==> src/rtl/ctrl_pipe_stages.sv <==
// rtl/ctrl_pipe_stages.sv - EX/MEM and MEM/WB control pipeline with branch/load-use masking
// Optional operand forwarding selects are built only when CTRL_PIPE_FWD_EN is defined.
module ctrl_pipe_stages #(
    parameter int RADDR_W = 5
) (
    input  logic               CLK,
    input  logic               RSTn,
    input  logic               RegWrite_ID_EX,
    input  logic               PCWriteCond_ID_EX,
    input  logic               MemRead_ID_EX,
    input  logic               MemWrite_ID_EX,
    input  logic               MemtoReg_ID_EX,
    input  logic [RADDR_W-1:0] Rd_ID_EX,
    input  logic [RADDR_W-1:0] Rs1_ID_EX,
    input  logic [RADDR_W-1:0] Rs2_ID_EX,
    input  logic [RADDR_W-1:0] Rs1_IF_ID,
    input  logic [RADDR_W-1:0] Rs2_IF_ID,
    input  logic               BrTaken,
    output logic               RegWrite_EX_MEM,
    output logic               MemRead_EX_MEM,
    output logic               MemWrite_EX_MEM,
    output logic               MemtoReg_EX_MEM,
    output logic [RADDR_W-1:0] Rd_EX_MEM,
    output logic               RegWrite_MEM_WB,
    output logic               MemtoReg_MEM_WB,
    output logic [RADDR_W-1:0] Rd_MEM_WB,
    output logic               LoadUseStall,
    output logic               Flush_IF_ID,
    output logic [1:0]         ForwardA,
    output logic [1:0]         ForwardB
);

    logic [1:0] squashCnt;
    logic       bubbleNxt;
    logic       bundleValid;
    logic       loadHit;

    assign bundleValid = (squashCnt == 2'd0) && !bubbleNxt;
    assign Flush_IF_ID = bundleValid & PCWriteCond_ID_EX & BrTaken;
    assign loadHit     = (Rd_ID_EX != '0) &&
                         ((Rd_ID_EX == Rs1_IF_ID) || (Rd_ID_EX == Rs2_IF_ID));
    // A taken branch wins: the stalled instruction is wrong-path anyway.
    assign LoadUseStall = bundleValid & MemRead_ID_EX & loadHit & !Flush_IF_ID;

    always_ff @(posedge CLK or negedge RSTn) begin
        if (!RSTn) begin
            squashCnt       <= 2'd0;
            bubbleNxt       <= 1'b0;
            RegWrite_EX_MEM <= 1'b0;
            MemRead_EX_MEM  <= 1'b0;
            MemWrite_EX_MEM <= 1'b0;
            MemtoReg_EX_MEM <= 1'b0;
            Rd_EX_MEM       <= '0;
            RegWrite_MEM_WB <= 1'b0;
            MemtoReg_MEM_WB <= 1'b0;
            Rd_MEM_WB       <= '0;
        end else begin
            if (Flush_IF_ID)
                squashCnt <= 2'd2;
            else if (squashCnt != 2'd0)
                squashCnt <= squashCnt - 2'd1;
            bubbleNxt       <= LoadUseStall;
            // Masked bundles become full NOPs so no stale side effect leaks downstream.
            RegWrite_EX_MEM <= bundleValid & RegWrite_ID_EX;
            MemRead_EX_MEM  <= bundleValid & MemRead_ID_EX;
            MemWrite_EX_MEM <= bundleValid & MemWrite_ID_EX;
            MemtoReg_EX_MEM <= bundleValid & MemtoReg_ID_EX;
            Rd_EX_MEM       <= Rd_ID_EX;
            RegWrite_MEM_WB <= RegWrite_EX_MEM;
            MemtoReg_MEM_WB <= MemtoReg_EX_MEM;
            Rd_MEM_WB       <= Rd_EX_MEM;
        end
    end

`ifdef CTRL_PIPE_FWD_EN
    logic exHitA, exHitB, wbHitA, wbHitB;

    assign exHitA = RegWrite_EX_MEM && (Rd_EX_MEM != '0) && (Rd_EX_MEM == Rs1_ID_EX);
    assign exHitB = RegWrite_EX_MEM && (Rd_EX_MEM != '0) && (Rd_EX_MEM == Rs2_ID_EX);
    assign wbHitA = RegWrite_MEM_WB && (Rd_MEM_WB != '0) && (Rd_MEM_WB == Rs1_ID_EX);
    assign wbHitB = RegWrite_MEM_WB && (Rd_MEM_WB != '0) && (Rd_MEM_WB == Rs2_ID_EX);

    always_comb begin
        ForwardA = 2'b00;
        ForwardB = 2'b00;
        if (exHitA)      ForwardA = 2'b10;
        else if (wbHitA) ForwardA = 2'b01;
        if (exHitB)      ForwardB = 2'b10;
        else if (wbHitB) ForwardB = 2'b01;
    end
`else
    logic unusedRs;
    assign unusedRs = ^{Rs1_ID_EX, Rs2_ID_EX};
    assign ForwardA = 2'b00;
    assign ForwardB = 2'b00;
`endif

endmodule

==> config.mk <==
export PLATFORM = sky130hd
export DESIGN_NAME = ctrl_pipe_stages
export DESIGN_NICKNAME = d
export VERILOG_FILES = /design/src/rtl/ctrl_pipe_stages.sv
export SDC_FILE = /design/constraint.sdc
export NUM_CORES = 1
export LEC_CHECK = 0
export CORE_MARGIN = 5
export CORE_UTILIZATION = 30
export DETAILED_ROUTE_END_ITERATION = 10
export PLACE_DENSITY = 0.7
export REMOVE_ABC_BUFFERS = 1
export SLEW_MARGIN = 30
export SYNTH_ARGS = -nofsm -noshare
export SYNTH_HDL_FRONTEND = slang
export SYNTH_SLANG_ARGS = --single-unit
export TNS_END_PERCENT = 30
==> constraint.sdc <==
create_clock -name CLK -period 2.24 [get_ports CLK]
set_input_delay 0.224 -clock CLK [delete_from_list [all_inputs] [get_ports CLK]]
set_output_delay 0.224 -clock CLK [all_outputs]
set_load 0.01 [all_outputs]
Yosys cells after proc, flatten, opt, wreduce, memory -nomap -nowiden
Index checks and enable logic that the tools add are counted.
{"block": "classes", "add_sub_neg": 1, "mux": 2, "bitwise": 8, "n_eq_ne": 2, "n_reduce_logical": 9}
{"cell": "$eq A5 B5 Y1", "count": 2}
{"cell": "$and A1 B1 Y1", "count": 8}
{"cell": "$reduce_bool A5 Y1", "count": 1}
{"cell": "$mux W2", "count": 2}
{"cell": "$reduce_bool A2 Y1", "count": 2}
{"cell": "$logic_and A1 B1 Y1", "count": 2}
{"cell": "$logic_not A1 Y1", "count": 2}
{"cell": "$logic_not A2 Y1", "count": 1}
{"cell": "$sub A2 B1 Y2 const B", "count": 1}
{"cell": "$logic_or A1 B1 Y1", "count": 1}
{"block": "word_totals", "out_inout_bits": 22, "regBits": 19, "elab_cells": 32}

Depth between registers and ports, before layout
Gate-level depths: netlist (run 1).
{"block": "logic_depth", "word_depth": 6, "ltp_mapped": 5}

Least setup slack after synthesis (run 1)
Ideal clock, no wire load.
{"block": "synth_timing", "path_type": "register -> output", "startpoint": "reg squashCnt[0]", "endpoint": "out LoadUseStall", "arrival_ns": 1.181, "path_buffers": 0, "required_ns": 2.016, "stages_incl_launch_ff": 6, "slack_ns": 0.835, "path_cell_list": "dfrtp_1 inv_1 ha_1 nor2b_1 and2_1 o2111a_1"}
{"block": "synth_between", "elab_chain_len": 6, "elab_cells_between_ends": 8}
{"item": "start, declared", "line": "33", "source": "logic [1:0] squashCnt;"}
{"item": "start signal, assigned", "line": "61", "source": "squashCnt <= squashCnt - 2'd1;"}
{"item": "$logic_not A2 Y1 (*)", "line": "38", "source": "assign bundleValid = (squashCnt == 2'd0) && !bubbleNxt;"}
{"item": "$logic_and A1 B1 Y1 (*)", "line": "38"}
{"item": "$and A1 B1 Y1 (2 in a row)", "line": "39", "source": "assign Flush_IF_ID = bundleValid & PCWriteCond_ID_EX & BrTaken;"}
{"item": "$logic_not A1 Y1", "line": "43", "source": "assign LoadUseStall = bundleValid & MemRead_ID_EX & loadHit & !Flush_IF_ID;"}
{"item": "$and A1 B1 Y1 (*)", "line": "43"}
{"item": "end, declared", "line": "27", "source": "output logic LoadUseStall,"}
Mark *: on every way between the ends. The rest lies on a longest branch, timed or not.

Worst setup path after layout (run 1)
{"block": "layout_timing", "startpoint": "reg squashCnt[0]", "endpoint": "out Flush_IF_ID"}
{"block": "layout_between", "elab_chain_len": 4}
{"item": "$logic_not A2 Y1", "line": "38"}
{"item": "$logic_and A1 B1 Y1", "line": "38"}
{"item": "$and A1 B1 Y1 (2 in a row)", "line": "39"}
{"item": "end, declared", "line": "28", "source": "output logic Flush_IF_ID,"}
Every way passes these cells.

==> qor.yml, run 1 <==
status: "complete, no violations"
final_antenna_net_count: 0
worstRegToRegCells: 5
place_inst: 124
leakage_nw: 0.513
min_period_ns: 2.09
end_kind: "primary output"
avgViaCountPerCell: 4.13
clkLatencyLatePin_ns: 0.27
initial_core_util_pct: 32.2
hpwl_um: 1260
startpoint_type: "flip-flop"
hold_class: "reg2reg"
max_stage_delay_ns: 0.54
synth_cell_types: 18
nNetsFinal: 135
setup_viol: 0
hold_end: "Rd_MEM_WB[3]$_DFF_PN0_"
fin_ws_ns: 0.150
portBuffers: 40
slowest_stage: "clkdlybuf4s50_1"
place_congestion: 0.721
relSlewSlack_pct: 48.7
avgSynthCellArea_um2: 13.0
busiest_layer: "met2"
num_vias: 529
ios: 55
ys_top_cells_by_area: "dfrtp_1 65%, xnor2_1 12%, buf_4 4.1%, and2_1 3.4%, ha_1 1.7%"
die_area_mm2: 0.00351
postCtsSetupBuffers: 0
grt_max_degree: 20
final_layout_size_suffix_gt1_share_pct: 5.00
diodes: 0
routed_wirelength_um: 1400
required_ns: 2.02
critPathKind: "reg2out"
pre_cts_slack_ns: 0.00381
postCtsHoldBufs: 0
post_cts_resized: 3
peakVddDrop_v: 0.000376
hold_depth: 0
hold_ws_ns: 0.379
maxCapViolCount: 0
use_met2_pct: 13.1
root_buffer: "clkbuf_4"
crit_chain: "inv_1 -> ha_1 -> nor2b_4 -> and3_1 -> clkdlybuf4s50_1"
r2r-end: "bubbleNxt$_DFF_PN0_"
synth.top_cell.area_share_pct: 65.4
antenna_found_initial: 0
fin_util_pct: 52.5
core_area_mm2: 0.00225
min_period_over_period_pct: 93.3
yosys.area.top_type: "dfrtp_1"
fmax_mhz: 478
rrSetupSlack_ns: 0.96
drc_errors: 0
maxSlewViolCount: 0
grt_pass1_wl_um: 2240
syn_inst: 56
cts_buffers: 3
routedWlPerCell_um: 10.9
row_count: 17
grt_use_met1_pct: 9.77
clock-sinks: 19
crit_buf_inv: 2
cp_top_family: "buffers and inverters"
crit_arrival_ns: 1.87
cts_buffer_depth: 2
ys_seq_area_share_pct: 65.4
reg2reg_from: "squashCnt[0]$_DFFE_PN0P_"
synth-seq-cells: 19
die_h_um: 59.2
overflow: 0
fin_skew_ns: 0.000625
cts_tree: "built"
grt_usage_pct: 8.56
cp_max_fo: 5
rsz0062_at_grt: "false"
clkTransAtPathRegs_ns: 0.09
htree_levels: 1
dr.pass1.iters: 2
grt_pass1_vias: 525
yosysWarnings: 0
syn-cell-area_um2: 727
met3_usage_pct: 3.92
syn_to_final_growth_pct: 62.8
die_w_um: 59.2
finalHoldViolCount: 0
power_density_mw_per_mm2: 733
initialDrtViolationCount: 2
min-delay-start: "Rd_EX_MEM[3]$_DFF_PN0_"
layout.cells.non_filler: 128
worstMarginPinSlew_ns: 0.767
## where the power goes
group	leakage, nW	internal (W)	switching [W]
sequential	0.235	0.000401	0.0000223
combinational	0.263	0.000171	0.000120
clock	0.0150	0.0000689	0.0000843
total	0.513	0.000640	0.000227
## flip-flops by register name, indices dropped and copies added (netlist names)
| name | flops |
|---|---|
| Rd_EX_MEM | 5 |
| Rd_MEM_WB | 5 |
| squashCnt | 2 |
| MemRead_EX_MEM | 1 |
| MemWrite_EX_MEM | 1 |
| MemtoReg_EX_MEM | 1 |
| MemtoReg_MEM_WB | 1 |
| RegWrite_EX_MEM | 1 |
| RegWrite_MEM_WB | 1 |
| bubbleNxt | 1 |
## how the worst max path moves through the flow
stage	from	end	slack, ns	depth (start not counted)
after CTS	squashCnt[0]$_DFFE_PN0P_	Flush_IF_ID	0.13	5
after global routing	squashCnt[0]$_DFFE_PN0P_	Flush_IF_ID	0.07	5
after floorplan	squashCnt[0]$_DFFE_PN0P_	LoadUseStall	0.84	5
final	squashCnt[0]$_DFFE_PN0P_	Flush_IF_ID	0.15	5
after detailed placement	Rd_ID_EX[1]	LoadUseStall	0.004	4
after global placement	Rd_ID_EX[1]	LoadUseStall	-0.005	4
## kinds of logic (layout without fill, tap and decap cells)
kind of cell	count (synthesis)	in the layout	share of synthesized area, %
DFF	19	19	65.4
and+or+nand+nor	14	14	10.2
xor gates and xnor gates	11	11	13.3
buffers and inverters	6	47	5.16
AOI/OAI and AO/OA	4	4	3.79
adders and majority gates	1	1	1.72
other	1	4	0.516
## cell type report
cell class / count / area [um2]
Clock buffer: 4 / 26.3
Fill cell: 204 / 1070
Inverter: 2 / 7.51
Multi-Input combinational cell: 34 / 233
Sequential cell: 19 / 475
Tap cell: 28 / 35.0
Timing Repair Buffer: 41 / 407
## Yosys cell counts, drive strengths merged
cell	n
xnor2	10
dfrtp	19
nand2	3
o2111a	1
xor2	1
and3	1
buf	4
or4	1
conb	1
ha	1
nor2	2
inv	2
a21oi	1
and2	4
nand3	2
o22ai	1
o21ai	1
nor2b	1
## cell usage in the layout (no fill, tap or decap), drive strengths merged
cell,Yosys,final
o21ai,1,1
buf,4,1
or4,1,1
ha,1,1
a21oi,1,1
clkbuf,0,4
conb,1,4
nor2,2,2
xor2,1,1
nand2,3,3
inv,2,2
o2111a,1,1
clkdlybuf4s50,0,39
xnor2,10,10
and2,4,4
nand3,2,2
o22ai,1,1
dfrtp,19,19
nor2b,1,1
dlygate4sd2,0,1
and3,1,1
## metrics by stage
stage	TNS, ns	cell area, um2	total power [W]
after floorplan	0	708	0.000555
after global placement	-0.00489	1150	0.000703
after detailed placement	0	1150	0.000716
after CTS	0	1180	0.000882
after global routing	0	1180	0.000927
final	0	1180	0.000867
## routing by layer
| metal | vias up | routed length, um |
|---|---|---|
| met5 | - | 0 |
| met4 | 0 | 12 |
| met3 | 2 | 230 |
| met2 | 30 | 651 |
| met1 | 235 | 500 |
| li1 | 262 | - |
No activity file was read; power rests on OpenSTA's default activity.
==> inputs of run 2 (changes only) <==
--- a/config.mk
+++ b/config.mk
@@ -10,6 +10,7 @@
 export DETAILED_ROUTE_END_ITERATION = 10
 export PLACE_DENSITY = 0.7
 export REMOVE_ABC_BUFFERS = 1
+export SETUP_SLACK_MARGIN = 0.15
 export SLEW_MARGIN = 30
 export SYNTH_ARGS = -nofsm -noshare
 export SYNTH_HDL_FRONTEND = slang
==> run 2 against run 1 <==
Effect of this change:
- wire length is 0.14% lower
- die area stayed put
- clock-buffer cell count stayed put
- sequential share of layout area is 0.085 points lower
- worst setup slack better by 0.075 ns
- cell area is 0.21% higher
- power hardly changed
- clock power hardly changed
==> qor.yml, run 2 (synthesis gave the netlist of run 1 again) <==
row_count: 17  # unchanged
nNetsFinal: 135  # unchanged
hold_end: "Rd_MEM_WB[3]$_DFF_PN0_"
cp_max_fo: 4  # -1
end_kind: "primary output"
rrSetupSlack_ns: 0.96  # about the same
setup_viol: 0  # unchanged
antenna_found_initial: 0  # unchanged
p_sw_w: 0.000227  # about the same
dr.pass1.iters: 2  # unchanged
min_period_over_period_pct: 90.0  # -3.4 points
cts_buffers: 3  # unchanged
ios: 55  # unchanged
crit_chain: "clkdlybuf4s50_1 -> or4_1 -> o2111a_1 -> dlygate4sd2_1"
met3_usage_pct: 3.92  # unchanged
min_period_ns: 2.02  # -0.0753 ns
status: "complete, no violations"
setup-tns-final_ns: 0  # unchanged
portBuffers: 40  # unchanged
hpwl_um: 1260  # unchanged
hold_class: "reg2reg"
grt_usage_pct: 8.56  # unchanged
grt_max_degree: 20  # unchanged
finalHoldViolCount: 0  # unchanged
min-delay-start: "Rd_EX_MEM[3]$_DFF_PN0_"
relSlewSlack_pct: 48.7  # unchanged
fin_skew_ns: 0.000625  # unchanged
p_seq_share_pct: 48.8  # about the same
power_density_mw_per_mm2: 730  # -0.31%
fillers: 205  # +0.49%
final_cell_mix: "38 x clkdlybuf4s50_1, 19 x dfrtp_1, 10 x xnor2_1"
place_inst: 124  # unchanged
cp_top_family: "buffers and inverters"
layout.cells.non_filler: 128  # unchanged
syn_to_final_growth_pct: 63.2
avgViaCountPerCell: 4.13  # unchanged
critPathKind: "in2out"
worstRegToRegCells: 5  # unchanged
die_w_um: 59.2  # unchanged
fmax_mhz: 496  # +3.7%
p_sw_share_pct: 26.2  # about the same
power_w: 0.000866  # about the same
final_layout_size_suffix_gt1_share_pct: 5.00  # unchanged
crit_arrival_ns: 1.79  # -0.08 ns
grt_use_met1_pct: 9.77  # unchanged
r2r-end: "bubbleNxt$_DFF_PN0_"
place_congestion: 0.721  # unchanged
cts_buffer_depth: 2  # unchanged
root_buffer: "clkbuf_4"
mostFrequentLayoutCell: "clkdlybuf4s50_1"
max_stage_delay_ns: 0.55  # about the same
reg2reg_from: "squashCnt[0]$_DFFE_PN0P_"
core_area_mm2: 0.00225  # unchanged
initialDrtViolationCount: 2  # unchanged
crit_buf_inv: 2  # unchanged
startpoint_type: "input port"
clock-sinks: 19  # unchanged
routedWlPerCell_um: 10.9  # -0.14%
final_antenna_net_count: 0  # unchanged
drc_errors: 0  # unchanged
leakage_nw: 0.530  # +3.4%
clkPwrFrac_pct: 17.7  # about the same
maxSlewViolCount: 0  # unchanged
postCtsSetupBuffers: 0  # unchanged
busiest_layer: "met2"
num_vias: 529  # unchanged
clkTransAtPathRegs_ns: 0.09  # about the same
use_met2_pct: 13.1  # unchanged
peakVddDrop_v: 0.000376  # about the same
grt_pass1_wl_um: 2240  # unchanged
diodes: 0  # unchanged
overflow: 0  # unchanged
worstMarginPinSlew_ns: 0.767  # unchanged
cts_tree: "built"
reg_top3: "Rd_EX_MEM x5, Rd_MEM_WB x5, squashCnt x2"
hold_depth: 0  # unchanged
grt_pass1_vias: 525  # unchanged
routed_wirelength_um: 1390  # -0.14%
htree_levels: 1  # unchanged
die_area_mm2: 0.00351  # unchanged
die_h_um: 59.2  # unchanged
slowest_stage: "or4_1"
power.internal_w: 0.000640  # -0.11%
initial_core_util_pct: 32.2  # unchanged
required_ns: 2.02  # about the same
power.combinational.fraction_pct: 33.5  # about the same
maxCapViolCount: 0  # unchanged
clkLatencyLatePin_ns: 0.27  # about the same
rsz0062_at_grt: "true"
run 2: cell count changes in the layout (fill, tap and decap cells not counted), sizes merged:
cell,delta
clkdlybuf4s50,-1
dlymetal6s2s,+1
run 2: how the worst max path moves through the flow:
stage                             startpoint            to  slack (ns)  cells after the start
global route        squashCnt[0]$_DFFE_PN0P_  LoadUseStall        0.09                      6
detailed placement               Rd_ID_EX[1]  LoadUseStall       0.004                      4
global placement                 Rd_ID_EX[1]  LoadUseStall      -0.005                      4
floorplan           squashCnt[0]$_DFFE_PN0P_  LoadUseStall        0.84                      5
finish                           Rd_ID_EX[1]  LoadUseStall        0.22                      4
CTS                 squashCnt[0]$_DFFE_PN0P_   Flush_IF_ID        0.13                      5
run 2: cell type report:
class                   count  area (um2)  share of cell area, %
clock buffers               4        26.3                   2.22
inverters                   2        7.51                  0.633
multi-input cells          34         233                   19.6
flip-flops and latches     19         475                   40.1
well taps                  28        35.0                   2.95
repair buffers             41         409                   34.5
run 2: routing by layer:
metal  part of all wire (%)  wire length, um
met5                      0                0
met4                   0.86               12
met3                     17              230
met2                     47              652
met1                     36              498
run 2: power groups by stage:
| stage | sequential, W | combinational [W] | clock, W |
|---|---|---|---|
| 3_3_place_gp | 0.000430 | 0.000274 | 0 |
| 3_5_place_dp | 0.000431 | 0.000285 | 0 |
| 2_1_floorplan | 0.000449 | 0.000106 | 0 |
| 5_1_grt | 0.000430 | 0.000316 | 0.000179 |
| 4_1_cts | 0.000424 | 0.000296 | 0.000163 |
| 6_report | 0.000423 | 0.000290 | 0.000153 |
run 2: timing repair:
item / CTS / global route
hold buffers: 0 / 0
resized for setup: 3 / 1
setup endpoints to repair: 2 / 2
run 2: per-stage QoR:
step / instance area [um2] / setup WS, ns / util (%) / hold slack (ns)
floorplan: 708 / 0.835 / - / -0.0716
global placement: 1150 / -0.00489 / 51.1 / 0.359
detailed placement: 1150 / 0.00381 / 51.1 / 0.360
CTS: 1180 / 0.131 / 52.5 / 0.381
global route: 1190 / 0.0877 / 52.6 / 0.397
finish: 1190 / 0.225 / 52.6 / 0.379
